### config.mk
export PLATFORM = sky130hd
export DESIGN_NAME = sw_led_ctrl
export DESIGN_NICKNAME = d
export VERILOG_FILES = /design/src/rtl/sw_led_ctrl.sv
export SDC_FILE = /design/constraint.sdc
export NUM_CORES = 1
export LEC_CHECK = 0
export ABC_AREA = 1
export ABC_CLOCK_PERIOD_IN_PS = 3100
export CORE_ASPECT_RATIO = 0.8
export CORE_UTILIZATION = 45
export DETAILED_ROUTE_END_ITERATION = 12
export GPL_ROUTABILITY_DRIVEN = 0
export PLACE_DENSITY = 0.67
export SLEW_MARGIN = 20
export SYNTH_ARGS = -nofsm -noshare
export SYNTH_HDL_FRONTEND = slang
export SYNTH_SLANG_ARGS = --single-unit
### constraint.sdc
create_clock -name sys0_clk -period 3.1 [get_ports sys0_clk]
set_clock_uncertainty 0.1 [all_clocks]
set_input_delay 0.93 -clock sys0_clk [delete_from_list [all_inputs] [get_ports sys0_clk]]
set_output_delay 0.93 -clock sys0_clk [all_outputs]
set_load 0.005 [all_outputs]
### src/rtl/sw_led_ctrl.sv
// Board I/O stage: dip-switch sync/debounce and LED pin drive.
// Single 100 MHz sys0 domain, synchronous active-low reset.
module sw_led_ctrl #(
   parameter int unsigned TICK_DIV       = 100000,
   parameter int unsigned DB_TICKS       = 8,
   parameter int unsigned HB_TICKS       = 500,
   parameter int unsigned STRETCH_TICKS  = 50,
   parameter bit          LED_ACTIVE_LOW = 1'b1
) (
   input  logic        sys0_clk,
   input  logic        sys0_rstn,
   input  logic [7:0]  usr_sw_i,
   input  logic        link_up_i,
   input  logic [3:0]  act_i,
   output logic [7:0]  sw_o,
   output logic        sw_chg_o,
   output logic [15:0] led
);

   localparam int unsigned DIV_W = $clog2(TICK_DIV);
   localparam int unsigned DB_W  = $clog2(DB_TICKS + 1);
   localparam int unsigned HB_W  = (HB_TICKS > 1) ? $clog2(HB_TICKS) : 1;
   localparam int unsigned ST_W  =
      (STRETCH_TICKS > 0) ? $clog2(STRETCH_TICKS + 1) : 1;

   localparam logic [DIV_W-1:0] DIV_LAST = DIV_W'(TICK_DIV - 1);
   localparam logic [DB_W-1:0]  DB_LAST  = DB_W'(DB_TICKS - 1);
   localparam logic [HB_W-1:0]  HB_LAST  = HB_W'(HB_TICKS - 1);
   localparam logic [ST_W-1:0]  ST_LOAD  = ST_W'(STRETCH_TICKS);

   logic [7:0]            sync1_q, sync1_d;
   logic [7:0]            sync2_q, sync2_d;
   logic [DIV_W-1:0]      div_cnt_q, div_cnt_d;
   logic [7:0][DB_W-1:0]  db_cnt_q, db_cnt_d;
   logic [7:0]            sw_q, sw_d;
   logic                  sw_chg_q, sw_chg_d;
   logic [HB_W-1:0]       hb_cnt_q, hb_cnt_d;
   logic                  hb_q, hb_d;
   logic [3:0][ST_W-1:0]  st_cnt_q, st_cnt_d;
   logic [15:0]           led_q, led_d;
   logic                  tick;
   logic [15:0]           lit;

   // Two-flop synchronizer and the free-running tick divider.
   always_comb begin
      sync1_d = usr_sw_i;
      sync2_d = sync1_q;
      tick    = (div_cnt_q == DIV_LAST);
      if (tick) begin
         div_cnt_d = '0;
      end else begin
         div_cnt_d = div_cnt_q + DIV_W'(1);
      end
   end

   // Per-bit debounce: count ticks of continuous disagreement.
   always_comb begin
      sw_d     = sw_q;
      db_cnt_d = db_cnt_q;
      for (int i = 0; i < 8; i++) begin
         if (sync2_q[i] == sw_q[i]) begin
            db_cnt_d[i] = '0;
         end else if (tick) begin
            if (db_cnt_q[i] == DB_LAST) begin
               sw_d[i]     = ~sw_q[i];
               db_cnt_d[i] = '0;
            end else begin
               db_cnt_d[i] = db_cnt_q[i] + DB_W'(1);
            end
         end
      end
      sw_chg_d = (sw_d != sw_q);
   end

   // Heartbeat half-period counter.
   always_comb begin
      hb_cnt_d = hb_cnt_q;
      hb_d     = hb_q;
      if (tick) begin
         if (hb_cnt_q == HB_LAST) begin
            hb_cnt_d = '0;
            hb_d     = ~hb_q;
         end else begin
            hb_cnt_d = hb_cnt_q + HB_W'(1);
         end
      end
   end

   // Activity stretchers: a strobe reloads, ticks drain.
   always_comb begin
      st_cnt_d = st_cnt_q;
      for (int k = 0; k < 4; k++) begin
         if (act_i[k]) begin
            st_cnt_d[k] = ST_LOAD;
         end else if (tick && (st_cnt_q[k] != '0)) begin
            st_cnt_d[k] = st_cnt_q[k] - ST_W'(1);
         end
      end
   end

   // LED map in lit polarity, then converted to pin polarity.
   always_comb begin
      lit        = '0;
      lit[7:0]   = sw_q;
      lit[8]     = hb_q;
      lit[9]     = link_up_i;
      for (int k = 0; k < 4; k++) begin
         lit[10+k] = (st_cnt_q[k] != '0);
      end
      led_d = lit ^ {16{LED_ACTIVE_LOW}};
   end

   // State registers with synchronous reset.
   always_ff @(posedge sys0_clk) begin
      if (!sys0_rstn) begin
         sync1_q   <= '0;
         sync2_q   <= '0;
         div_cnt_q <= '0;
         db_cnt_q  <= '0;
         sw_q      <= '0;
         sw_chg_q  <= 1'b0;
         hb_cnt_q  <= '0;
         hb_q      <= 1'b0;
         st_cnt_q  <= '0;
         led_q     <= {16{LED_ACTIVE_LOW}};
      end else begin
         sync1_q   <= sync1_d;
         sync2_q   <= sync2_d;
         div_cnt_q <= div_cnt_d;
         db_cnt_q  <= db_cnt_d;
         sw_q      <= sw_d;
         sw_chg_q  <= sw_chg_d;
         hb_cnt_q  <= hb_cnt_d;
         hb_q      <= hb_d;
         st_cnt_q  <= st_cnt_d;
         led_q     <= led_d;
      end
   end

   assign sw_o     = sw_q;
   assign sw_chg_o = sw_chg_q;
   assign led      = led_q;

endmodule

Word-level counts from Yosys, hierarchy flattened
Cells that the tools add are included.
Storage, ports and cells
  input bits: 15
  bits in registers: 124
  word-level logic and storage cells: 135
  output and inout port bits: 25
Cells by class
  muxes and demuxes: 41
  add/sub/neg operators: 14
  equality and inequality tests: 19
  bitwise logic cells: 11
  reductions and logical operators: 26
Operator list (number)
  2-to-1 mux 6 bit: 8
  adder 4 x 1 -> 4 bit (second input constant): 8
  == test 4 x 3 -> 1 bit (second input constant): 8
  2-to-1 mux 4 bit: 8
  OR reduction 2 bit: 13
  2-to-1 mux 1 bit: 24
  nonzero test 6 bit: 4
  subtractor 6 x 1 -> 6 bit (second input constant): 4
  adder 17 x 1 -> 17 bit (second input constant): 1
  == test 17 bit (second input constant): 1
  NOT 14 -> 16 bit: 1
  NOT 1 bit: 10
  adder 9 x 1 -> 9 bit (second input constant): 1
  == test 9 bit (second input constant): 1
  2-to-1 mux 9 bit: 1
  == test 1 bit: 8
  != test 8 bit: 1
  nonzero test 2 bit: 4
  logical AND 1 bit: 4
  AND reduction 2 bit: 1

Depth between registers and ports, before layout
  word-level depth: 5
  mapped depth: 13
  depth with buffers taken out: 12

Worst setup path before layout
OpenSTA, ideal clock, no wires.
  kind: register to register
  start: register div_cnt_q[0]
  end: register db_cnt_q[10] (netlist name)
  clock period less this slack: 1.809 ns
  arrival: 1.590 ns
  buffers on the path: 2
  cell stages (with the launch flop): 11
  path slack: 1.291 ns
  setup time: 0.119 ns
  required time: 2.881 ns
  cell sequence: dfxtp_1 > ha_1 > nand2_1 > inv_1 > nand2_1 > nor2_2 > nand2_2 > buf_6 > buf_6 > o31ai_1 > nor2_1
Between the ends
  cells in the longest elaborated chain, start to end: 1
Ends and longest elaborated chain
  start: declaration: line 33  | logic [DIV_W-1:0] div_cnt_q, div_cnt_d;
  start signal: assignment: line 129  | div_cnt_q <= div_cnt_d;
  == test 17 bit: line 48  | tick = (div_cnt_q == DIV_LAST);
  end signal: assignment: line 130  | db_cnt_q <= db_cnt_d;
  end: declaration: line 34  | logic [7:0][DB_W-1:0] db_cnt_q, db_cnt_d;
Every way passes these cells.
A chain may end at the register's enable or synchronous reset.

Worst setup path after layout
  start: register sw_q[1] (netlist: sw_o[1])
  end: output sw_o[1]
RTL lines
  start: declaration: line 35  | logic [7:0] sw_q, sw_d;
  start signal: assignment: line 131  | sw_q <= sw_d;
  end: declaration: line 15  | output logic [7:0] sw_o,
No word-level cell between the ends.

==> results.sh <==
export IMPL_outcome="completed"
export IMPL_cts_hold_buf=0
export IMPL_diodes=0
export IMPL_startpoint_type="flip-flop"
export IMPL_synth_cell_types=33
export IMPL_post_dp_cell_area_um2=6290
export IMPL_slowest_stage="clkdlybuf4s50_1"
export IMPL_fmax_mhz=418
export IMPL_critPathBufInv=1
export IMPL_cts_setup_buffers=0
export IMPL_fp_dieArea_um2=13300
export IMPL_coreArea_um2=12300
export IMPL_syn_avg_cell_area_um2=7.06
export IMPL_ys_flop_type="dfxtp_1"
export IMPL_synth_common_cells="nor2_1, nand2_1, inv_1"
export IMPL_ys_top_cells_by_area="dfxtp_1, nor2_1, nand2_1"
export IMPL_rsz0062_at_grt="false"
export IMPL_routed_via_density=4.72
export IMPL_maxCapViolCount=0
export IMPL_dpl_hpwl_um=8020
export IMPL_numCtsBuffers=17
export IMPL_area_growth_pct=20.0
export IMPL_finalHoldViolCount=0
export IMPL_clk_pin_slew_ns=0.06
export IMPL_setup_viol=0
export IMPL_min_period_ns=2.39
export IMPL_tns_ns=0
export IMPL_worstPathArrival_ns=1.36
export IMPL_cts_sink_count=122
export IMPL_power_density_nw_per_um2=561
export IMPL_via_count=4918
export IMPL_drv_slew=0
export IMPL_antenna_found_initial=0
export IMPL_io_buffers=37
export IMPL_slew_limit_headroom_pct=63.1
export IMPL_cp_top_family="buffers and inverters"
export IMPL_syn_inst=817
export IMPL_multi_input_area_um2=2740
export IMPL_drtIter0Drc=349
export IMPL_drt_pass1_iterations=5
export IMPL_final_antenna_net_count=0
export IMPL_start_util_pct=46.7
export IMPL_cts_buffer_depth=2
export IMPL_grt_pass1_wl_um=20300
export IMPL_dieHeight_um=103
export IMPL_async_flop_share_pct=0
export IMPL_regArea_um2=2440
export IMPL_grt_use_total_pct=19.5
export IMPL_fp_dieW_um=129
export IMPL_clk_latency_ns=0.41
export IMPL_ios=40
export IMPL_critical_path_peak_fanout=5
export IMPL_hold_path_class="flip-flop to flip-flop"
export IMPL_drc=0
export IMPL_slowest_delay_ns=0.53
export IMPL_max_vdd_ir_drop_v=0.000339
export IMPL_cts_tree="yes"
export IMPL_ys_warnings_count=0
export IMPL_drive_gt1_share_pct=6.77
export IMPL_fin_nets=893
export IMPL_yosysTopAreaCell="dfxtp_1"
export IMPL_yosysMostFrequentCell="nor2_1"
export IMPL_syn_area_um2=5770
export IMPL_fin_area_um2=6920
export IMPL_tightest_slew_ns=0.553
export IMPL_path_cells="clkdlybuf4s50_1"
export IMPL_p_leak_nw=2.90
export IMPL_fillers=1155
export IMPL_netlist_area_leader_share_pct=42.3
export IMPL_wl_per_cell_um=11.2
export IMPL_yosysSeqAreaShare_pct=42.3
export IMPL_post_route_period_util_pct=77.2
export IMPL_fin_util_pct=56.1
export IMPL_synth_seq_cells=122
export IMPL_ctsRootBufferMaster="clkbuf_16"
export IMPL_grt_pass1_vias=4538
export IMPL_grt_overflow_total=0
export IMPL_end_kind="primary output"
export IMPL_htree_levels=4
export IMPL_grt_max_degree=32
export IMPL_rows=36
export IMPL_synth_edf_count=0
export IMPL_post_cts_resized=0
export IMPL_worst_setup_path_type="flip-flop to primary output"
export IMPL_postRouteWirelength_um=11700
export IMPL_cp_data_required_time_ns=2.07
-- kinds of logic (layout without fill, tap and decap cells) --
group                    Yosys count  count (layout)  synth area share (%)
AO/OA/AOI/OAI                     92              92                  8.41
XOR/XNOR                          17              17                  2.58
adder cells (fa/ha/maj)           18              18                  3.90
buffers and inverters            148             202                  10.2
flip-flops                       122             122                  42.3
other                              1               2                0.0650
AND/OR/NAND/NOR                  419             419                  32.5
-- report_power, final --
group | switching, W | internal (W) | total, W
logic | 0.0000937 | 0.0000729 | 0.000167
registers | 0.0000155 | 0.00160 | 0.00161
clock network | 0.000698 | 0.00140 | 0.00210
-- registers in the layout, summed over array words and instances (netlist names) --
name / cells
db_cnt_q: 32
div_cnt_q: 17
hb_cnt_q: 9
hb_q: 1
led: 14
st_cnt_q: 24
sw_chg_o: 1
sw_o: 8
sync1_q: 8
sync2_q: 8
-- tightest hold or removal path: cells and delay by family, from the launching register on --
family	cells	cell delay [ns]
flops	1	0.30
simple gates	1	0.04
buf+inv	1	0.04
-- cell usage in the layout, fill, tap and decap left out, types with 2 or more instances in the layout --
cell type and count:
or2_2 9, nor2_1 155, clkinvlp_4 2, and3_1 2
bufinv_16 4, and2_1 8, clkinv_2 3, a21oi_1 45
conb_1 2, clkdlybuf4s50_1 36, nand3_1 45, inv_1 127
nand2_2 3, nand2_1 133, ha_1 18, xnor2_1 3
nor3b_1 5, clkbuf_8 3, nand3b_1 4, o31ai_1 8
nor3_1 27, buf_4 6, nor3b_2 5, dfxtp_1 122
clkbuf_16 17, nor2_2 2, nand4_1 18, o21ai_0 36
xor2_1 14
-- routing by layer --
metal / wire length (um) / vias to the layer above / global-route usage (%)
li1: - / 2666 / -
met4: 190 / 0 / 7.69
met3: 553 / 22 / 5.92
met1: 6150 / 2132 / 25.9
met2: 4790 / 98 / 29.8
met5: 0 / - / 0
-- area by class of cell --
cell class / instances / share of cell area (%)
clock inverters: 11 / 2.42
repair buffers: 43 / 5.93
inverters: 128 / 6.94
well taps: 171 / 3.09
clock buffers: 20 / 6.74
multi-input cells: 548 / 39.6
flip-flops and latches: 122 / 35.3
-- metrics by stage --
step           instances  power (W)  worst slack (ns)  hold WS (ns)
4_1_cts             1043    0.00391             0.698         0.310
3_3_place_gp        1012    0.00181             0.828         0.292
2_1_floorplan        818    0.00176              1.29         0.270
5_1_grt             1043    0.00402             0.442         0.337
6_report            1043    0.00388             0.707         0.309
3_5_place_dp        1012    0.00181             0.746         0.296
-- final timing paths --
path                                 from                        end  slack [ns]  cells past startpoint
setup / recovery       sw_o[1]$_SDFF_PN0_                    sw_o[1]        0.71                      1
hold / removal      sync1_q[0]$_SDFF_PN0_      sync2_q[0]$_SDFF_PN0_        0.31                      2
hold reg to reg     sync1_q[0]$_SDFF_PN0_      sync2_q[0]$_SDFF_PN0_        0.31                      2
setup reg to reg  div_cnt_q[0]$_SDFF_PP0_  st_cnt_q[14]$_SDFFE_PP0P_        0.72                     11
Power figures use the tool's default switching activity.
